[src/rtl/tl_addr_router_if.sv]
// tl_addr_router_if -- bundle of the three TileLink-style ports of the router.
// slave  : the router's view (drives in_a ready, in_d response, out/err A, out/err D ready).
// master : the surrounding environment's view (the mirror image).
interface tl_addr_router_if;
  // upstream A
  logic        auto_in_a_valid;
  logic        auto_in_a_ready;
  logic [2:0]  auto_in_a_opcode;
  logic [2:0]  auto_in_a_param;
  logic [3:0]  auto_in_a_size;
  logic [4:0]  auto_in_a_source;
  logic [13:0] auto_in_a_address;
  logic [3:0]  auto_in_a_mask;
  logic [31:0] auto_in_a_data;
  logic        auto_in_a_corrupt;
  // upstream D
  logic        auto_in_d_valid;
  logic        auto_in_d_ready;
  logic [2:0]  auto_in_d_opcode;
  logic [1:0]  auto_in_d_param;
  logic [3:0]  auto_in_d_size;
  logic [4:0]  auto_in_d_source;
  logic        auto_in_d_sink;
  logic        auto_in_d_denied;
  logic [31:0] auto_in_d_data;
  logic        auto_in_d_corrupt;
  // target A
  logic        auto_out_a_valid;
  logic        auto_out_a_ready;
  logic [2:0]  auto_out_a_opcode;
  logic [2:0]  auto_out_a_param;
  logic [3:0]  auto_out_a_size;
  logic [4:0]  auto_out_a_source;
  logic [13:0] auto_out_a_address;
  logic [3:0]  auto_out_a_mask;
  logic [31:0] auto_out_a_data;
  logic        auto_out_a_corrupt;
  // target D
  logic        auto_out_d_valid;
  logic        auto_out_d_ready;
  logic [2:0]  auto_out_d_opcode;
  logic [1:0]  auto_out_d_param;
  logic [3:0]  auto_out_d_size;
  logic [4:0]  auto_out_d_source;
  logic        auto_out_d_sink;
  logic        auto_out_d_denied;
  logic [31:0] auto_out_d_data;
  logic        auto_out_d_corrupt;
  // error A (no data)
  logic        auto_err_a_valid;
  logic        auto_err_a_ready;
  logic [2:0]  auto_err_a_opcode;
  logic [2:0]  auto_err_a_param;
  logic [3:0]  auto_err_a_size;
  logic [4:0]  auto_err_a_source;
  logic [13:0] auto_err_a_address;
  logic [3:0]  auto_err_a_mask;
  logic        auto_err_a_corrupt;
  // error D (reduced)
  logic        auto_err_d_valid;
  logic        auto_err_d_ready;
  logic [2:0]  auto_err_d_opcode;
  logic [3:0]  auto_err_d_size;
  logic [4:0]  auto_err_d_source;
  logic        auto_err_d_corrupt;

  modport slave (
    input  auto_in_a_valid, auto_in_a_opcode, auto_in_a_param, auto_in_a_size, auto_in_a_source,
           auto_in_a_address, auto_in_a_mask, auto_in_a_data, auto_in_a_corrupt,
    output auto_in_a_ready,
    input  auto_in_d_ready,
    output auto_in_d_valid, auto_in_d_opcode, auto_in_d_param, auto_in_d_size, auto_in_d_source,
           auto_in_d_sink, auto_in_d_denied, auto_in_d_data, auto_in_d_corrupt,
    output auto_out_a_valid, auto_out_a_opcode, auto_out_a_param, auto_out_a_size, auto_out_a_source,
           auto_out_a_address, auto_out_a_mask, auto_out_a_data, auto_out_a_corrupt,
    input  auto_out_a_ready,
    input  auto_out_d_valid, auto_out_d_opcode, auto_out_d_param, auto_out_d_size, auto_out_d_source,
           auto_out_d_sink, auto_out_d_denied, auto_out_d_data, auto_out_d_corrupt,
    output auto_out_d_ready,
    output auto_err_a_valid, auto_err_a_opcode, auto_err_a_param, auto_err_a_size, auto_err_a_source,
           auto_err_a_address, auto_err_a_mask, auto_err_a_corrupt,
    input  auto_err_a_ready,
    input  auto_err_d_valid, auto_err_d_opcode, auto_err_d_size, auto_err_d_source, auto_err_d_corrupt,
    output auto_err_d_ready
  );

  modport master (
    output auto_in_a_valid, auto_in_a_opcode, auto_in_a_param, auto_in_a_size, auto_in_a_source,
           auto_in_a_address, auto_in_a_mask, auto_in_a_data, auto_in_a_corrupt,
    input  auto_in_a_ready,
    output auto_in_d_ready,
    input  auto_in_d_valid, auto_in_d_opcode, auto_in_d_param, auto_in_d_size, auto_in_d_source,
           auto_in_d_sink, auto_in_d_denied, auto_in_d_data, auto_in_d_corrupt,
    input  auto_out_a_valid, auto_out_a_opcode, auto_out_a_param, auto_out_a_size, auto_out_a_source,
           auto_out_a_address, auto_out_a_mask, auto_out_a_data, auto_out_a_corrupt,
    output auto_out_a_ready,
    output auto_out_d_valid, auto_out_d_opcode, auto_out_d_param, auto_out_d_size, auto_out_d_source,
           auto_out_d_sink, auto_out_d_denied, auto_out_d_data, auto_out_d_corrupt,
    input  auto_out_d_ready,
    input  auto_err_a_valid, auto_err_a_opcode, auto_err_a_param, auto_err_a_size, auto_err_a_source,
           auto_err_a_address, auto_err_a_mask, auto_err_a_corrupt,
    output auto_err_a_ready,
    output auto_err_d_valid, auto_err_d_opcode, auto_err_d_size, auto_err_d_source, auto_err_d_corrupt,
    input  auto_err_d_ready
  );
endinterface

[src/rtl/tl_addr_router.sv]
// tl_addr_router -- routes upstream A requests to a mapped target window or to an
// error device, and merges both D response streams back upstream with a
// message-locked round-robin arbiter.
// Optional feature: define TL_ADDR_ROUTER_ERRCNT_EN to get a saturating count of
// requests sent to the error device on err_count (otherwise tied to zero).
module tl_addr_router #(
  parameter logic [13:0] MAP_BASE = 14'h1000,
  parameter logic [13:0] MAP_SIZE = 14'h1000
) (
  input  logic               clock,
  input  logic               reset,   // synchronous, active-low
  tl_addr_router_if.slave    bus,
  output logic [15:0]        err_count
);

  localparam logic [1:0] IDLE   = 2'd0;
  localparam logic [1:0] LOCK_T = 2'd1;
  localparam logic [1:0] LOCK_E = 2'd2;

  // ---------------------------------------------------------------- A path
  logic [14:0] map_lo, map_hi, addr_ext;
  logic        addr_mapped;
  logic [4:0]  a_cnt;        // beats still to come in the current message
  logic        route_err_q;  // route latched on the first beat
  logic        a_first, sel_err, a_fire, a_multi;
  logic [4:0]  a_beats_m1;

  assign map_lo      = {1'b0, MAP_BASE};
  assign map_hi      = {1'b0, MAP_BASE} + {1'b0, MAP_SIZE};
  assign addr_ext    = {1'b0, bus.auto_in_a_address};
  assign addr_mapped = (addr_ext >= map_lo) && (addr_ext < map_hi);

  assign a_first    = (a_cnt == 5'd0);
  assign sel_err    = a_first ? ~addr_mapped : route_err_q;
  assign a_multi    = (bus.auto_in_a_opcode <= 3'd1) && (bus.auto_in_a_size > 4'd2);
  assign a_beats_m1 = a_multi ? 5'((32'd1 << (bus.auto_in_a_size - 4'd2)) - 32'd1) : 5'd0;

  assign bus.auto_in_a_ready  = reset & (sel_err ? bus.auto_err_a_ready : bus.auto_out_a_ready);
  assign a_fire               = bus.auto_in_a_valid & bus.auto_in_a_ready;

  assign bus.auto_out_a_valid   = reset & bus.auto_in_a_valid & ~sel_err;
  assign bus.auto_out_a_opcode  = bus.auto_in_a_opcode;
  assign bus.auto_out_a_param   = bus.auto_in_a_param;
  assign bus.auto_out_a_size    = bus.auto_in_a_size;
  assign bus.auto_out_a_source  = bus.auto_in_a_source;
  assign bus.auto_out_a_address = bus.auto_in_a_address;
  assign bus.auto_out_a_mask    = bus.auto_in_a_mask;
  assign bus.auto_out_a_data    = bus.auto_in_a_data;
  assign bus.auto_out_a_corrupt = bus.auto_in_a_corrupt;

  assign bus.auto_err_a_valid   = reset & bus.auto_in_a_valid & sel_err;
  assign bus.auto_err_a_opcode  = bus.auto_in_a_opcode;
  assign bus.auto_err_a_param   = bus.auto_in_a_param;
  assign bus.auto_err_a_size    = bus.auto_in_a_size;
  assign bus.auto_err_a_source  = bus.auto_in_a_source;
  assign bus.auto_err_a_address = bus.auto_in_a_address;
  assign bus.auto_err_a_mask    = bus.auto_in_a_mask;
  assign bus.auto_err_a_corrupt = bus.auto_in_a_corrupt;

  // Track A message beats and hold the route chosen on the first beat.
  always_ff @(posedge clock) begin
    // NOTE: state registers use <= so every flop samples pre-edge values.
    if (!reset) begin
      a_cnt       <= 5'd0;
      route_err_q <= 1'b0;
    end else if (a_fire) begin
      if (a_first) begin
        a_cnt       <= a_beats_m1;
        route_err_q <= ~addr_mapped;
      end else begin
        a_cnt <= a_cnt - 5'd1;
      end
    end
  end

  // ---------------------------------------------------------------- D path
  logic [1:0] d_state;
  logic       rr_ptr;        // 0: target preferred on a tie, 1: error preferred
  logic [4:0] d_cnt;         // beats still to come while locked
  logic       grant_e, d_fire, d_multi;
  logic [2:0] d_opcode;
  logic [3:0] d_size;
  logic [4:0] d_beats_m1;

  // Pick the granted source: fixed while locked, single/round-robin in IDLE.
  always_comb begin
    // NOTE: default first so no path through the case leaves grant_e unassigned (no latch).
    grant_e = 1'b0;
    case (d_state)
      LOCK_T:  grant_e = 1'b0;
      LOCK_E:  grant_e = 1'b1;
      default: begin
        if (bus.auto_err_d_valid && !bus.auto_out_d_valid)
          grant_e = 1'b1;
        else if (bus.auto_err_d_valid && bus.auto_out_d_valid)
          grant_e = rr_ptr;
      end
    endcase
  end

  assign d_opcode   = grant_e ? bus.auto_err_d_opcode : bus.auto_out_d_opcode;
  assign d_size     = grant_e ? bus.auto_err_d_size   : bus.auto_out_d_size;
  assign d_multi    = (d_opcode == 3'd1) && (d_size > 4'd2);
  assign d_beats_m1 = d_multi ? 5'((32'd1 << (d_size - 4'd2)) - 32'd1) : 5'd0;

  assign bus.auto_in_d_valid   = reset & (grant_e ? bus.auto_err_d_valid : bus.auto_out_d_valid);
  assign bus.auto_in_d_opcode  = d_opcode;
  assign bus.auto_in_d_size    = d_size;
  assign bus.auto_in_d_param   = grant_e ? 2'd0  : bus.auto_out_d_param;
  assign bus.auto_in_d_source  = grant_e ? bus.auto_err_d_source  : bus.auto_out_d_source;
  assign bus.auto_in_d_sink    = grant_e ? 1'b0  : bus.auto_out_d_sink;
  assign bus.auto_in_d_denied  = grant_e ? 1'b1  : bus.auto_out_d_denied;
  assign bus.auto_in_d_data    = grant_e ? 32'h0 : bus.auto_out_d_data;
  assign bus.auto_in_d_corrupt = grant_e ? bus.auto_err_d_corrupt : bus.auto_out_d_corrupt;

  assign bus.auto_out_d_ready = reset & ~grant_e & bus.auto_in_d_ready;
  assign bus.auto_err_d_ready = reset &  grant_e & bus.auto_in_d_ready;
  assign d_fire               = bus.auto_in_d_valid & bus.auto_in_d_ready;

  // Lock the arbiter for multi-beat responses; flip the pointer when a message ends.
  always_ff @(posedge clock) begin
    if (!reset) begin
      d_state <= IDLE;
      rr_ptr  <= 1'b0;
      d_cnt   <= 5'd0;
    end else if (d_fire) begin
      if (d_state == IDLE) begin
        if (d_beats_m1 != 5'd0) begin
          d_state <= grant_e ? LOCK_E : LOCK_T;
          d_cnt   <= d_beats_m1;
        end else begin
          rr_ptr <= ~rr_ptr;
        end
      end else begin
        d_cnt <= d_cnt - 5'd1;
        if (d_cnt == 5'd1) begin
          d_state <= IDLE;
          rr_ptr  <= ~rr_ptr;
        end
      end
    end
  end

  // ---------------------------------------------------------------- error count
`ifdef TL_ADDR_ROUTER_ERRCNT_EN
  logic [15:0] err_count_q;

  // Count first beats sent to the error device, saturating at all-ones.
  always_ff @(posedge clock) begin
    if (!reset)
      err_count_q <= 16'h0;
    else if (a_fire && a_first && sel_err && (err_count_q != 16'hFFFF))
      err_count_q <= err_count_q + 16'd1;
  end

  assign err_count = err_count_q;
`else
  assign err_count = 16'h0;
`endif

endmodule

[src/flat_wrapper.sv]
// flat-port wrapper written by rule: the top's interface ports become plain ports
module tl_addr_router_flat 
#(
  parameter logic [13:0] MAP_BASE = 14'h1000,
  parameter logic [13:0] MAP_SIZE = 14'h1000
)
  (clock, reset, err_count, bus_auto_in_a_valid, bus_auto_in_a_opcode, bus_auto_in_a_param, bus_auto_in_a_size, bus_auto_in_a_source, bus_auto_in_a_address, bus_auto_in_a_mask, bus_auto_in_a_data, bus_auto_in_a_corrupt, bus_auto_in_a_ready, bus_auto_in_d_ready, bus_auto_in_d_valid, bus_auto_in_d_opcode, bus_auto_in_d_param, bus_auto_in_d_size, bus_auto_in_d_source, bus_auto_in_d_sink, bus_auto_in_d_denied, bus_auto_in_d_data, bus_auto_in_d_corrupt, bus_auto_out_a_valid, bus_auto_out_a_opcode, bus_auto_out_a_param, bus_auto_out_a_size, bus_auto_out_a_source, bus_auto_out_a_address, bus_auto_out_a_mask, bus_auto_out_a_data, bus_auto_out_a_corrupt, bus_auto_out_a_ready, bus_auto_out_d_valid, bus_auto_out_d_opcode, bus_auto_out_d_param, bus_auto_out_d_size, bus_auto_out_d_source, bus_auto_out_d_sink, bus_auto_out_d_denied, bus_auto_out_d_data, bus_auto_out_d_corrupt, bus_auto_out_d_ready, bus_auto_err_a_valid, bus_auto_err_a_opcode, bus_auto_err_a_param, bus_auto_err_a_size, bus_auto_err_a_source, bus_auto_err_a_address, bus_auto_err_a_mask, bus_auto_err_a_corrupt, bus_auto_err_a_ready, bus_auto_err_d_valid, bus_auto_err_d_opcode, bus_auto_err_d_size, bus_auto_err_d_source, bus_auto_err_d_corrupt, bus_auto_err_d_ready);
  tl_addr_router_if bus_i ();
  input  logic clock;
  input  logic reset;
  output logic [15:0] err_count;
  input wire logic [$bits(bus_i.auto_in_a_valid)-1:0] bus_auto_in_a_valid;
  input wire logic [$bits(bus_i.auto_in_a_opcode)-1:0] bus_auto_in_a_opcode;
  input wire logic [$bits(bus_i.auto_in_a_param)-1:0] bus_auto_in_a_param;
  input wire logic [$bits(bus_i.auto_in_a_size)-1:0] bus_auto_in_a_size;
  input wire logic [$bits(bus_i.auto_in_a_source)-1:0] bus_auto_in_a_source;
  input wire logic [$bits(bus_i.auto_in_a_address)-1:0] bus_auto_in_a_address;
  input wire logic [$bits(bus_i.auto_in_a_mask)-1:0] bus_auto_in_a_mask;
  input wire logic [$bits(bus_i.auto_in_a_data)-1:0] bus_auto_in_a_data;
  input wire logic [$bits(bus_i.auto_in_a_corrupt)-1:0] bus_auto_in_a_corrupt;
  output wire logic [$bits(bus_i.auto_in_a_ready)-1:0] bus_auto_in_a_ready;
  input wire logic [$bits(bus_i.auto_in_d_ready)-1:0] bus_auto_in_d_ready;
  output wire logic [$bits(bus_i.auto_in_d_valid)-1:0] bus_auto_in_d_valid;
  output wire logic [$bits(bus_i.auto_in_d_opcode)-1:0] bus_auto_in_d_opcode;
  output wire logic [$bits(bus_i.auto_in_d_param)-1:0] bus_auto_in_d_param;
  output wire logic [$bits(bus_i.auto_in_d_size)-1:0] bus_auto_in_d_size;
  output wire logic [$bits(bus_i.auto_in_d_source)-1:0] bus_auto_in_d_source;
  output wire logic [$bits(bus_i.auto_in_d_sink)-1:0] bus_auto_in_d_sink;
  output wire logic [$bits(bus_i.auto_in_d_denied)-1:0] bus_auto_in_d_denied;
  output wire logic [$bits(bus_i.auto_in_d_data)-1:0] bus_auto_in_d_data;
  output wire logic [$bits(bus_i.auto_in_d_corrupt)-1:0] bus_auto_in_d_corrupt;
  output wire logic [$bits(bus_i.auto_out_a_valid)-1:0] bus_auto_out_a_valid;
  output wire logic [$bits(bus_i.auto_out_a_opcode)-1:0] bus_auto_out_a_opcode;
  output wire logic [$bits(bus_i.auto_out_a_param)-1:0] bus_auto_out_a_param;
  output wire logic [$bits(bus_i.auto_out_a_size)-1:0] bus_auto_out_a_size;
  output wire logic [$bits(bus_i.auto_out_a_source)-1:0] bus_auto_out_a_source;
  output wire logic [$bits(bus_i.auto_out_a_address)-1:0] bus_auto_out_a_address;
  output wire logic [$bits(bus_i.auto_out_a_mask)-1:0] bus_auto_out_a_mask;
  output wire logic [$bits(bus_i.auto_out_a_data)-1:0] bus_auto_out_a_data;
  output wire logic [$bits(bus_i.auto_out_a_corrupt)-1:0] bus_auto_out_a_corrupt;
  input wire logic [$bits(bus_i.auto_out_a_ready)-1:0] bus_auto_out_a_ready;
  input wire logic [$bits(bus_i.auto_out_d_valid)-1:0] bus_auto_out_d_valid;
  input wire logic [$bits(bus_i.auto_out_d_opcode)-1:0] bus_auto_out_d_opcode;
  input wire logic [$bits(bus_i.auto_out_d_param)-1:0] bus_auto_out_d_param;
  input wire logic [$bits(bus_i.auto_out_d_size)-1:0] bus_auto_out_d_size;
  input wire logic [$bits(bus_i.auto_out_d_source)-1:0] bus_auto_out_d_source;
  input wire logic [$bits(bus_i.auto_out_d_sink)-1:0] bus_auto_out_d_sink;
  input wire logic [$bits(bus_i.auto_out_d_denied)-1:0] bus_auto_out_d_denied;
  input wire logic [$bits(bus_i.auto_out_d_data)-1:0] bus_auto_out_d_data;
  input wire logic [$bits(bus_i.auto_out_d_corrupt)-1:0] bus_auto_out_d_corrupt;
  output wire logic [$bits(bus_i.auto_out_d_ready)-1:0] bus_auto_out_d_ready;
  output wire logic [$bits(bus_i.auto_err_a_valid)-1:0] bus_auto_err_a_valid;
  output wire logic [$bits(bus_i.auto_err_a_opcode)-1:0] bus_auto_err_a_opcode;
  output wire logic [$bits(bus_i.auto_err_a_param)-1:0] bus_auto_err_a_param;
  output wire logic [$bits(bus_i.auto_err_a_size)-1:0] bus_auto_err_a_size;
  output wire logic [$bits(bus_i.auto_err_a_source)-1:0] bus_auto_err_a_source;
  output wire logic [$bits(bus_i.auto_err_a_address)-1:0] bus_auto_err_a_address;
  output wire logic [$bits(bus_i.auto_err_a_mask)-1:0] bus_auto_err_a_mask;
  output wire logic [$bits(bus_i.auto_err_a_corrupt)-1:0] bus_auto_err_a_corrupt;
  input wire logic [$bits(bus_i.auto_err_a_ready)-1:0] bus_auto_err_a_ready;
  input wire logic [$bits(bus_i.auto_err_d_valid)-1:0] bus_auto_err_d_valid;
  input wire logic [$bits(bus_i.auto_err_d_opcode)-1:0] bus_auto_err_d_opcode;
  input wire logic [$bits(bus_i.auto_err_d_size)-1:0] bus_auto_err_d_size;
  input wire logic [$bits(bus_i.auto_err_d_source)-1:0] bus_auto_err_d_source;
  input wire logic [$bits(bus_i.auto_err_d_corrupt)-1:0] bus_auto_err_d_corrupt;
  output wire logic [$bits(bus_i.auto_err_d_ready)-1:0] bus_auto_err_d_ready;
  assign bus_i.auto_in_a_valid = bus_auto_in_a_valid;
  assign bus_i.auto_in_a_opcode = bus_auto_in_a_opcode;
  assign bus_i.auto_in_a_param = bus_auto_in_a_param;
  assign bus_i.auto_in_a_size = bus_auto_in_a_size;
  assign bus_i.auto_in_a_source = bus_auto_in_a_source;
  assign bus_i.auto_in_a_address = bus_auto_in_a_address;
  assign bus_i.auto_in_a_mask = bus_auto_in_a_mask;
  assign bus_i.auto_in_a_data = bus_auto_in_a_data;
  assign bus_i.auto_in_a_corrupt = bus_auto_in_a_corrupt;
  assign bus_auto_in_a_ready = bus_i.auto_in_a_ready;
  assign bus_i.auto_in_d_ready = bus_auto_in_d_ready;
  assign bus_auto_in_d_valid = bus_i.auto_in_d_valid;
  assign bus_auto_in_d_opcode = bus_i.auto_in_d_opcode;
  assign bus_auto_in_d_param = bus_i.auto_in_d_param;
  assign bus_auto_in_d_size = bus_i.auto_in_d_size;
  assign bus_auto_in_d_source = bus_i.auto_in_d_source;
  assign bus_auto_in_d_sink = bus_i.auto_in_d_sink;
  assign bus_auto_in_d_denied = bus_i.auto_in_d_denied;
  assign bus_auto_in_d_data = bus_i.auto_in_d_data;
  assign bus_auto_in_d_corrupt = bus_i.auto_in_d_corrupt;
  assign bus_auto_out_a_valid = bus_i.auto_out_a_valid;
  assign bus_auto_out_a_opcode = bus_i.auto_out_a_opcode;
  assign bus_auto_out_a_param = bus_i.auto_out_a_param;
  assign bus_auto_out_a_size = bus_i.auto_out_a_size;
  assign bus_auto_out_a_source = bus_i.auto_out_a_source;
  assign bus_auto_out_a_address = bus_i.auto_out_a_address;
  assign bus_auto_out_a_mask = bus_i.auto_out_a_mask;
  assign bus_auto_out_a_data = bus_i.auto_out_a_data;
  assign bus_auto_out_a_corrupt = bus_i.auto_out_a_corrupt;
  assign bus_i.auto_out_a_ready = bus_auto_out_a_ready;
  assign bus_i.auto_out_d_valid = bus_auto_out_d_valid;
  assign bus_i.auto_out_d_opcode = bus_auto_out_d_opcode;
  assign bus_i.auto_out_d_param = bus_auto_out_d_param;
  assign bus_i.auto_out_d_size = bus_auto_out_d_size;
  assign bus_i.auto_out_d_source = bus_auto_out_d_source;
  assign bus_i.auto_out_d_sink = bus_auto_out_d_sink;
  assign bus_i.auto_out_d_denied = bus_auto_out_d_denied;
  assign bus_i.auto_out_d_data = bus_auto_out_d_data;
  assign bus_i.auto_out_d_corrupt = bus_auto_out_d_corrupt;
  assign bus_auto_out_d_ready = bus_i.auto_out_d_ready;
  assign bus_auto_err_a_valid = bus_i.auto_err_a_valid;
  assign bus_auto_err_a_opcode = bus_i.auto_err_a_opcode;
  assign bus_auto_err_a_param = bus_i.auto_err_a_param;
  assign bus_auto_err_a_size = bus_i.auto_err_a_size;
  assign bus_auto_err_a_source = bus_i.auto_err_a_source;
  assign bus_auto_err_a_address = bus_i.auto_err_a_address;
  assign bus_auto_err_a_mask = bus_i.auto_err_a_mask;
  assign bus_auto_err_a_corrupt = bus_i.auto_err_a_corrupt;
  assign bus_i.auto_err_a_ready = bus_auto_err_a_ready;
  assign bus_i.auto_err_d_valid = bus_auto_err_d_valid;
  assign bus_i.auto_err_d_opcode = bus_auto_err_d_opcode;
  assign bus_i.auto_err_d_size = bus_auto_err_d_size;
  assign bus_i.auto_err_d_source = bus_auto_err_d_source;
  assign bus_i.auto_err_d_corrupt = bus_auto_err_d_corrupt;
  assign bus_auto_err_d_ready = bus_i.auto_err_d_ready;
  tl_addr_router #(.MAP_BASE(MAP_BASE), .MAP_SIZE(MAP_SIZE)) u_core (.clock(clock), .reset(reset), .bus(bus_i), .err_count(err_count));
endmodule
[config.mk]
export PLATFORM = sky130hd
export DESIGN_NAME = tl_addr_router_flat
export DESIGN_NICKNAME = d
export VERILOG_FILES = /design/src/rtl/tl_addr_router_if.sv /design/src/rtl/tl_addr_router.sv /design/src/flat_wrapper.sv
export SDC_FILE = /design/constraint.sdc
export NUM_CORES = 1
export LEC_CHECK = 0
export CAP_MARGIN = 10
export CELL_PAD_IN_SITES_DETAIL_PLACEMENT = 0
export CELL_PAD_IN_SITES_GLOBAL_PLACEMENT = 1
export CORE_AREA = 2 2 112 142
export CTS_BUF_LIST = sky130_fd_sc_hd__clkbuf_8
export CTS_CLUSTER_SIZE = 12
export DETAILED_ROUTE_END_ITERATION = 8
export DIE_AREA = 0 0 114 144
export PLACE_DENSITY_LB_ADDON = 0.1
export RECOVER_POWER = 25
export SYNTH_ARGS = -nofsm -noshare
export SYNTH_HDL_FRONTEND = slang
export SYNTH_SLANG_ARGS = --single-unit
[constraint.sdc]
create_clock -name clock -period 3.27 [get_ports clock]
set_input_delay 0.4905 -clock clock [delete_from_list [all_inputs] [get_ports clock]]
set_output_delay 0.4905 -clock clock [all_outputs]
set_load 0.02 [all_outputs]
==> impl_metrics.py, run 1 <==
metrics = {
    "place": {
        "place_area_um2": 3450,
        "io_buffers": 148,
        "place_hpwl_um": 7040,
        "dp_cells": 563,
        "pre_cts_ws_ns": 0.263,
        "place.gp.congestion": 0.716,
    },
    "sta": {
        "min_period_ns": 2.98,
        "rsz0062_at_grt": "false",
        "fin_crit_sh_pct": 91.1,
        "clock_skew_ns": 0.00222,
        "final.setup.tns_ns": 0,
        "whs_ns": 0.509,
        "slew_viol_final": 0,
        "finalSetupViolCount": 0,
        "layout_setup_ws_ns": 0.292,
        "max_freq_ghz": 0.336,
        "hold_viol": 0,
    },
    "outcome": {
        "outcome": "complete, no violations",
    },
    "floorplanning": {
        "rows": 51,
        "initial_utilization_pct": 16.6,
        "die_y_um": 144,
        "core-area_um2": 15200,
        "die_w_um": 114,
        "ios": 307,
        "die-area_um2": 16400,
    },
    "critical_path": {
        "cp_slowest_cell": "clkdlybuf4s50_1",
        "crit_chain": "clkdlybuf4s50_1 > nor2b_1 > a22oi_2 > buf_12 > mux2_2 > clkdlybuf4s50_1",
        "critPathMaxStageDelay_ns": 0.56,
        "start_kind": "primary input",
        "crit_type": "in -> out",
        "r2r_end": "u_core.d_cnt[4]",
        "reg2reg_depth": 11,
        "path_common_cell": "clkdlybuf4s50_1",
        "cp_max_fo": 38,
        "reg2reg_slack_ns": 0.57,
        "cp.arrival_ns": 2.49,
        "crit_path_end_kind": "primary output",
        "cp.required_ns": 2.78,
        "timing.rr.start": "u_core.d_state[1]",
    },
    "finish": {
        "area_growth_pct": 39.1,
        "final_area_um2": 3500,
        "most-common-layout-cells": "clkdlybuf4s50_1, and2_1, nor2_1, mux2_2, conb_1",
        "fin_cells": 567,
        "antenna_cells": 0,
        "final_common_cell": "clkdlybuf4s50_1",
        "drive_above_1_share_pct": 8.90,
        "fin_nets": 527,
    },
    "global_routing": {
        "grt_pass1_wl_um": 11700,
        "antenna_found_initial": 0,
        "gr-total-overflow": 0,
        "grt.total_usage_pct": 9.34,
        "grt_pass1_vias": 2225,
        "grt_start_max_net_pins": 39,
    },
    "clock_tree": {
        "cts_tree": "built",
        "cts.repair.resized": 0,
        "clk_path_buf_depth": 2,
        "cts.clk_slew.worst_paths_ns": 0.06,
        "hold_buffers": 0,
        "ctsRootBufferMaster": "clkbuf_8",
        "cts_sinks": 14,
        "post_cts_buffers": 0,
        "cts_buffers": 3,
        "clk_latency_ns": 0.25,
        "htree_num_levels": 1,
    },
    "pwr": {
        "vdd_drop_max_uv": 98.6,
        "powerDensity_nw_per_um2": 261,
        "total_leakage_power_nw": 1.33,
    },
    "detailed_routing": {
        "remaining_drc_errors": 0,
        "avgViaCountPerCell": 3.91,
        "drtPass1Iterations": 4,
        "avgRoutedWirePerCell_um": 14.6,
        "vias": 2217,
        "ant_nets": 0,
        "wirelength_um": 8280,
        "drt_iter0_drc": 45,
    },
    "yosys": {
        "syn_area_um2": 2520,
        "yosysWarnings": 0,
        "netlist_instances": 332,
        "async_flop_share_pct": 0,
        "synthFlopType": "dfxtp_1",
        "synth_area_per_cell_um2": 7.58,
        "netlist-cell-type-count": 46,
        "synth-seq-area-share_pct": 11.1,
        "synth_edf_count": 0,
        "ys_ff_latch": 14,
    },
    "worst_hold_path": {
        "hp-class": "reg -> reg",
        "holdPathStages": 2,
        "min-delay-start": "u_core.d_state[0]",
        "hold_path_end": "u_core.d_state[0]",
    },
    "flow_run": {
        "drv_cap": 0,
    },
}
## worst max-delay path, delay by kind of cell
family	cells	cell delay, ns
buf+inv	3	1.24
mux	1	0.36
compound gates	1	0.22
simple gates	1	0.16
## state kept, by name, indices dropped and copies added (netlist names)
signal and count:
u_core.d_cnt 5, u_core.a_cnt 5, u_core.rr_ptr 1, u_core.route_err_q 1, u_core.d_state 2
## cell type report
type / instances / area (um^2)
clock buffers: 4 / 55.1
inverters: 12 / 45.0
flip-flops and latches: 14 / 280
fillers: 1699 / 11700
well taps: 185 / 231
multi-input cells: 196 / 1340
repair buffers: 156 / 1550
## through the flow
stage          total power, mW  util, %
2_1_floorplan            0.644        -
3_3_place_gp             0.756     22.7
3_5_place_dp             0.749     22.7
4_1_cts                  0.934     23.1
5_1_grt                  0.981     23.1
6_report                 0.915     23.1
## worst max-delay path by stage
stage	startpoint	to	slack, ns
floorplan	u_core.d_state[1]	u_core.d_cnt[4]	0.66
global route	u_core.a_cnt[0]	bus_auto_in_a_ready	0.17
detailed placement	bus_auto_err_d_valid	u_core.d_cnt[4]	0.26
finish	bus_auto_err_d_valid	bus_auto_in_d_size[0]	0.29
CTS	bus_auto_err_d_valid	bus_auto_in_d_size[1]	0.28
global placement	bus_auto_err_d_valid	u_core.d_cnt[4]	0.26
## where the power goes
part	switching, mW	internal (mW)
clock	0.0680	0.107
combinational	0.257	0.293
sequential	0.00967	0.180
total	0.335	0.580
## cell families (layout without fill, tap and decap cells)
logic type	Yosys count	after routing	synth area share, %
other	1	16	0.149
AOI/OAI and AO/OA	41	41	11.2
buffers and inverters	137	172	38.1
DFF	14	14	11.1
muxes	22	22	10.0
xor gates and xnor gates	5	5	1.74
and+or+nand+nor	104	104	23.7
adders and majority gates	8	8	3.98
## cells in the mapped netlist, types with 4 or more instances
| cell type | count | share of area [%] |
|---|---|---|
| nand2b_1 | 5 | 1.2 |
| clkbuf_1 | 7 | 1.0 |
| buf_4 | 116 | 35 |
| mux2_2 | 16 | 7.2 |
| mux2i_1 | 5 | 2.0 |
| xnor2_1 | 4 | 1.4 |
| nor2_1 | 21 | 3.1 |
| ha_1 | 8 | 4.0 |
| nor3_1 | 5 | 0.99 |
| o21ai_0 | 7 | 1.4 |
| a21oi_1 | 11 | 2.2 |
| and2_1 | 38 | 9.4 |
| inv_1 | 11 | 1.6 |
| dfxtp_1 | 14 | 11 |
| nand2_1 | 15 | 2.2 |
## routing by layer
layer | up-vias | part of all wire (%) | GRT usage [%]
met4 | 0 | 4.3 | 5.46
met2 | 114 | 51 | 17.4
met1 | 979 | 36 | 9.50
met3 | 42 | 8.3 | 2.10
met5 | - | 0 | 0
li1 | 1082 | - | -
(Power assumes the default switching activity.)
==> run 2, diff against run 1 <==
--- a/config.mk
+++ b/config.mk
@@ -15,6 +15,7 @@
 export DIE_AREA = 0 0 114 144
 export PLACE_DENSITY_LB_ADDON = 0.1
 export RECOVER_POWER = 25
+export SLEW_MARGIN = 0
 export SYNTH_ARGS = -nofsm -noshare
 export SYNTH_HDL_FRONTEND = slang
 export SYNTH_SLANG_ARGS = --single-unit
==> constraint.sdc (replaced) <==
create_clock -name clock -period 2.8 [get_ports clock]
set_input_delay 0.42 -clock clock [delete_from_list [all_inputs] [get_ports clock]]
set_output_delay 0.42 -clock clock [all_outputs]
set_load 0.02 [all_outputs]
==> run 2 against run 1 <==
Effect of this change: via count increased by 2.5%; sequential cell count unchanged; non-clock buffer count increased by 14; clock power increased by 19%; utilization increased by 0.76 points; sequential share of layout area decreased by 0.25 points; hold slack got worse by 0.015 ns; final area increased by 3.3%; cell count increased by 2.5%; clock skew decreased by 0.0011 ns; largest cell class unchanged; largest power group unchanged; die area unchanged; routed wire length increased by 0.43%; critical endpoint is now bus_auto_in_d_data[14].
==> impl_metrics.py, run 2 (synthesized netlist as in run 1, its figures left out) <==
metrics = {
    "sta": {
        "hold_viol": 0,
        "rsz0062_at_grt": "false",
        "fin_crit_sh_pct": 95.6,
        "max_freq_ghz": 0.374,
        "final.setup.tns_ns": 0,
        "clock_skew_ns": 0.00112,
        "finalSetupViolCount": 0,
        "min_period_ns": 2.68,
        "slew_viol_final": 0,
    },
    "critical_path": {
        "crit_type": "reg -> out",
        "reg2reg_depth": 11,
        "startpoint": "u_core.d_state[1]",
        "crit_chain": "inv_1 > ha_1 > nor2b_1 > a22oi_2 > buf_6 > and2_1 > clkdlybuf4s50_1",
        "crit_family": "buffers and inverters",
        "crit_path_end_kind": "primary output",
        "critPathMaxStageDelay_ns": 0.64,
        "cp.arrival_ns": 2.26,
        "cp.depth": 7,
        "cp_slowest_cell": "clkdlybuf4s50_1",
        "reg2reg_slack_ns": 0.19,
        "cp.required_ns": 2.38,
        "endpoint": "bus_auto_in_d_data[14]",
        "timing.rr.start": "u_core.d_state[1]",
        "start_kind": "flop",
        "r2r_end": "u_core.d_cnt[4]",
        "cp_max_fo": 20,
        "crit_buf_inv": 3,
    },
    "detailed_routing": {
        "vias": 2273,
        "avgRoutedWirePerCell_um": 14.3,
        "drtPass1Iterations": 4,
        "wirelength_um": 8310,
        "drt_iter0_drc": 45,
        "ant_nets": 0,
        "avgViaCountPerCell": 3.91,
        "remaining_drc_errors": 0,
    },
    "clock_tree": {
        "cts.clk_slew.worst_paths_ns": 0.07,
        "cts_tree": "built",
        "clk_latency_ns": 0.25,
        "htree_num_levels": 1,
        "post_cts_buffers": 0,
        "cts_buffers": 3,
        "clk_path_buf_depth": 2,
        "ctsRootBufferMaster": "clkbuf_8",
        "cts_sinks": 14,
    },
    "global_routing": {
        "grt_pass1_wl_um": 12000,
        "antenna_found_initial": 2,
        "grt_start_max_net_pins": 21,
        "grt.total_usage_pct": 9.42,
        "gr-total-overflow": 0,
        "grt_pass1_vias": 2303,
    },
    "finish": {
        "antenna_cells": 0,
        "fin_nets": 541,
        "finish.utilization_pct": 23.8,
        "regArea_um2": 280,
        "most-common-layout-cells": "clkdlybuf4s50_1, and2_1, dlygate4sd2_1, nor2_1, buf_4",
        "reg_top3": "u_core.a_cnt x5, u_core.d_cnt x5, u_core.d_state x2",
        "multi_input_area_um2": 1340,
        "n_fill_cell": 1700,
        "final_common_cell": "clkdlybuf4s50_1",
        "drive_above_1_share_pct": 12.1,
        "area_growth_pct": 43.6,
    },
    "floorplanning": {
        "die_w_um": 114,
        "initial_utilization_pct": 16.6,
        "die_y_um": 144,
        "rows": 51,
        "core-area_um2": 15200,
        "ios": 307,
        "die-area_um2": 16400,
    },
    "pwr": {
        "power.net_switching_uw": 396,
        "totalPowerFinal_mw": 1.07,
        "vdd_drop_max_uv": 145,
        "total_leakage_power_nw": 1.64,
        "internal-power_uw": 671,
        "power_frac_seq_pct": 20.7,
        "p_clk_share_pct": 19.6,
        "p_sw_share_pct": 37.1,
        "powerDensity_nw_per_um2": 295,
        "p_comb_share_pct": 59.6,
    },
    "place": {
        "io_buffers": 148,
        "place.gp.congestion": 0.736,
        "place_hpwl_um": 7240,
    },
    "worst_hold_path": {
        "hp-class": "reg -> reg",
    },
    "outcome": {
        "outcome": "complete, no violations",
    },
    "flow_run": {
        "drv_cap": 0,
    },
}
==> run 2: cell types whose count changed in the layout (fill, tap and decap cells not counted) <==
cell	delta
buf_4	+13
buf_6	+1
dlymetal6s2s_1	+16
clkdlybuf4s50_1	-43
dlygate4sd2_1	+27
==> run 2: power groups by stage <==
stage | clock, mW | combinational, mW | sequential (mW)
finish | 0.209 | 0.636 | 0.221
global route | 0.227 | 0.693 | 0.223
CTS | 0.222 | 0.653 | 0.221
detailed placement | 0 | 0.672 | 0.226
global placement | 0 | 0.679 | 0.226
floorplan | 0 | 0.529 | 0.223
==> run 2: layout make-up <==
cell class,instances,area share (%)
Clock buffer,4,1.52
Sequential cell,14,7.75
Multi-Input combinational cell,196,36.9
Tap cell,185,6.40
Timing Repair Buffer,170,46.2
Inverter,12,1.25
==> run 2: through the flow <==
| stage | hold slack (ns) | area, um^2 | setup WS (ns) | instances |
|---|---|---|---|---|
| final | 0.494 | 3620 | 0.123 | 581 |
| after global routing | 0.548 | 3620 | 0.0146 | 581 |
| after CTS | 0.500 | 3580 | 0.000877 | 581 |
| after floorplan | 0.454 | 2570 | 0.193 | 347 |
| after detailed placement | 0.483 | 3550 | 0.0187 | 577 |
| after global placement | 0.484 | 3550 | 0.00795 | 577 |
==> run 2: layer usage <==
layer	vias to the layer above	track usage (%)	share of wire, %	wire, um
met2	123	17.8	52	4350
met1	1006	9.18	34	2810
li1	1104	-	-	-
met5	-	0	0	0
met4	0	5.65	4.3	355
met3	40	2.26	9.5	793
==> run 2: how the worst min path moves through the flow <==
stage,from,end,slack [ns],cells after the start
after floorplan,u_core.d_state[0],u_core.d_state[0],0.45,2
after global placement,u_core.d_state[0],u_core.d_state[0],0.48,2
after detailed placement,u_core.d_state[0],u_core.d_state[0],0.48,2
after CTS,u_core.d_state[0],u_core.d_state[0],0.50,2
after global routing,u_core.route_err_q,u_core.route_err_q,0.55,2
final,u_core.d_state[0],u_core.d_state[0],0.49,2
==> run 2: tightest hold or removal path, cell delays in order, from the launching register on <==
cell	delay (ns)
dfxtp_1	0.33
a32oi_1	0.06
nor2_1	0.08
==> run 2: timing repair <==
item	4_1_cts	5_1_grt
resized for setup	28	16
hold buffers	0	0
pin swaps	0	0
hold endpoints to repair	0	0
setup endpoints to repair	32	16
==> run 3, diff against run 2 <==
--- a/config.mk
+++ b/config.mk
@@ -5,14 +5,15 @@
 export SDC_FILE = /design/constraint.sdc
 export NUM_CORES = 1
 export LEC_CHECK = 0
+export ABC_AREA = 1
 export CAP_MARGIN = 10
 export CELL_PAD_IN_SITES_DETAIL_PLACEMENT = 0
 export CELL_PAD_IN_SITES_GLOBAL_PLACEMENT = 1
-export CORE_AREA = 2 2 112 142
+export CORE_AREA = 2 2 116 146
 export CTS_BUF_LIST = sky130_fd_sc_hd__clkbuf_8
 export CTS_CLUSTER_SIZE = 12
 export DETAILED_ROUTE_END_ITERATION = 8
-export DIE_AREA = 0 0 114 144
+export DIE_AREA = 0 0 118 148
 export PLACE_DENSITY_LB_ADDON = 0.1
 export RECOVER_POWER = 25
 export SLEW_MARGIN = 0
==> constraint.sdc (replaced) <==
create_clock -name clock -period 2.5 [get_ports clock]
set_input_delay 0.375 -clock clock [delete_from_list [all_inputs] [get_ports clock]]
set_output_delay 0.375 -clock clock [all_outputs]
set_load 0.02 [all_outputs]
==> run 3 against run 2 <==
Effect of this change: combinational power increased by 17%; largest power group unchanged; via count grew 15%; die area increased by 6.4%; register-to-register slack is essentially flat; hold slack got worse by 0.027 ns; critical path depth rose by 1; non-clock buffer count grew 9; critical endpoint is now bus_auto_err_d_ready; sequential cell count did not move; cell count rose by 26%; sequential power grew 8%.
==> impl_metrics.py, run 3 <==
metrics = {
    "pwr": {
        "vdd_drop_max_uv": 126,
        "p_comb_share_pct": 61.3,
        "p_sw_share_pct": 41.1,
        "internal-power_uw": 718,
        "total_leakage_power_nw": 2.00,
        "p_clk_share_pct": 19.2,
        "power.net_switching_uw": 501,
        "powerDensity_nw_per_um2": 317,
        "totalPowerFinal_mw": 1.22,
        "power_frac_seq_pct": 19.6,
    },
    "critical_path": {
        "cp_max_fo": 22,
        "crit_type": "reg -> out",
        "crit_chain": "inv_1 > ha_4 > nor2_4 > nand2_4 > nand2_8 > inv_6 > nor3_1 > dlygate4sd2_1",
        "cp.arrival_ns": 1.94,
        "crit_family": "buffers and inverters",
        "timing.rr.start": "u_core.d_state[0]",
        "cp.required_ns": 2.12,
        "critPathMaxStageDelay_ns": 0.38,
        "reg2reg_slack_ns": 0.20,
        "start_kind": "flop",
        "cp.depth": 8,
        "reg2reg_depth": 17,
        "r2r_end": "u_core.d_cnt[4]",
        "cp_slowest_cell": "dlygate4sd2_1",
        "crit_path_end_kind": "primary output",
        "crit_buf_inv": 3,
    },
    "yosys": {
        "syn_area_um2": 2690,
        "yosys.area.top_type": "buf_4",
        "post-synth-top-count-cell": "buf_4",
        "synth_area_per_cell_um2": 6.11,
        "netlist_instances": 440,
        "ys_ff_latch": 14,
        "synth_edf_count": 0,
        "yosysWarnings": 0,
        "netlist-cell-type-count": 34,
        "synth.area.top_cells": "buf_4, dfxtp_1, inv_1, nand2_1, nor2_1",
        "synth_common_cells": "buf_4, inv_1, nand2_1",
        "synthFlopType": "dfxtp_1",
        "synth-seq-area-share_pct": 10.4,
        "async_flop_share_pct": 0,
        "synth_top_area_share_pct": 32.4,
    },
    "clock_tree": {
        "clk_latency_ns": 0.25,
        "ctsRootBufferMaster": "clkbuf_8",
        "clk_path_buf_depth": 2,
        "cts.clk_slew.worst_paths_ns": 0.07,
        "cts_sinks": 14,
        "cts_buffers": 3,
        "hold_buffers": 0,
        "post_cts_buffers": 0,
        "cts_tree": "built",
        "htree_num_levels": 1,
    },
    "finish": {
        "final_area_um2": 3840,
        "antenna_cells": 0,
        "most-common-layout-cells": "clkdlybuf4s50_1, inv_1, nand2_1, nor2_1, dlygate4sd2_1",
        "area_growth_pct": 42.9,
        "fin_nets": 660,
        "finish.utilization_pct": 23.9,
        "reg_top3": "u_core.a_cnt x5, u_core.d_cnt x5, u_core.d_state x2",
        "drive_above_1_share_pct": 14.8,
        "fin_cells": 731,
        "final_common_cell": "clkdlybuf4s50_1",
    },
    "sta": {
        "hold_viol": 0,
        "final.setup.tns_ns": 0,
        "finalSetupViolCount": 0,
        "clock_skew_ns": 0.00637,
        "min_period_ns": 2.31,
        "rsz0062_at_grt": "false",
        "layout_setup_ws_ns": 0.186,
        "max_freq_ghz": 0.432,
        "fin_crit_sh_pct": 92.6,
        "whs_ns": 0.467,
        "slew_viol_final": 0,
    },
    "floorplanning": {
        "ios": 307,
        "initial_utilization_pct": 16.7,
        "die_y_um": 148,
        "die-area_um2": 17500,
        "die_w_um": 118,
        "core-area_um2": 16100,
        "rows": 52,
    },
    "detailed_routing": {
        "routed.top_layer": "met4",
        "wl_met3_um": 1020,
        "drt_iter0_drc": 46,
        "avgViaCountPerCell": 3.59,
        "vias": 2624,
        "ant_nets": 0,
        "drtPass1Iterations": 6,
        "wl_met1_um": 3170,
        "remaining_drc_errors": 0,
        "wl_met2_um": 3980,
        "avgRoutedWirePerCell_um": 11.4,
        "wirelength_um": 8320,
    },
    "global_routing": {
        "antenna_found_initial": 0,
        "gr-total-overflow": 0,
        "grt.total_usage_pct": 9.26,
        "grt_pass1_wl_um": 13100,
        "grt_start_max_net_pins": 23,
        "grt_pass1_vias": 2740,
    },
    "place": {
        "place_area_um2": 3840,
        "place_hpwl_um": 7260,
        "pre_cts_ws_ns": -0.216,
        "io_buffers": 148,
        "dp_cells": 727,
        "place.gp.congestion": 0.719,
    },
    "worst_hold_path": {
        "hp-class": "reg -> reg",
        "holdPathStages": 2,
        "hold_path_end": "u_core.a_cnt[1]",
        "min-delay-start": "u_core.a_cnt[1]",
    },
    "outcome": {
        "outcome": "complete, no violations",
    },
    "flow_run": {
        "drv_cap": 0,
    },
}
==> run 3: cell types whose count changed after synthesis, moves of 6 or more <==
cell,previous run,this run
and2_1,38,0
inv_1,11,71
mux2_2,16,0
nand2_1,15,68
nand2_2,0,14
nand2_4,0,6
nand3_1,3,22
nor2_1,21,53
==> run 3: worst max-delay path by stage <==
stage / startpoint / endpoint / slack, ns
3_5_place_dp: bus_auto_out_d_valid / bus_auto_out_d_ready / -0.22
4_1_cts: u_core.d_state[0] / bus_auto_err_d_ready / 0.05
6_report: u_core.d_state[0] / bus_auto_err_d_ready / 0.19
2_1_floorplan: u_core.d_state[1] / bus_auto_out_d_ready / 0.33
3_3_place_gp: bus_auto_out_d_valid / bus_auto_out_d_ready / -0.29
5_1_grt: u_core.d_state[0] / u_core.d_cnt[4] / 0.01
==> run 3: power by group through the flow <==
stage / sequential [mW] / combinational, mW / clock (mW)
finish: 0.239 / 0.747 / 0.234
global route: 0.240 / 0.824 / 0.251
CTS: 0.239 / 0.762 / 0.243
detailed placement: 0.244 / 0.808 / 0
global placement: 0.244 / 0.816 / 0
floorplan: 0.242 / 0.620 / 0
==> run 3: cell type report <==
cell class	count	area, um^2
clock buffer	4	55.1
fill	1897	12200
inverter	75	287
multi-input combinational	243	1300
sequential	14	280
tap	216	270
timing repair buffer	179	1660
==> run 3: layer usage <==
metal	vias to the layer above	track usage, %
met5	-	0
met4	0	3.25
met3	19	4.44
met2	135	16.3
met1	1124	9.66
li1	1346	-
==> run 3: worst reg2reg max path: stages (launching register included) <==
cell,delay [ns]
dfxtp_1,0.33
inv_1,0.09
ha_4,0.27
nor2_4,0.12
nand2_4,0.07
buf_4,0.17
nand3_1,0.13
nand2_4,0.08
buf_12,0.12
nor2_4,0.11
nand3_1,0.09
ha_1,0.24
inv_1,0.08
nand2_1,0.05
nand3_1,0.08
nor2_1,0.05
nor2_1,0.08
nor2_1,0.04
==> run 3: logic make-up after synthesis <==
| kind of cell | synth area share [%] |
|---|---|
| buffers and inverters | 44.4 |
| AOI/OAI and AO/OA | 5.58 |
| and+or+nand+nor | 34.8 |
| DFF | 10.4 |
| adders and majority gates | 3.72 |
| xor gates and xnor gates | 0.977 |
| other | 0.139 |
==> run 3: timing repair <==
| action | in CTS | in global routing |
|---|---|---|
| setup endpoints to repair | 54 | 8 |
| pin swaps | 0 | 0 |
| gates resized for setup | 56 | 4 |
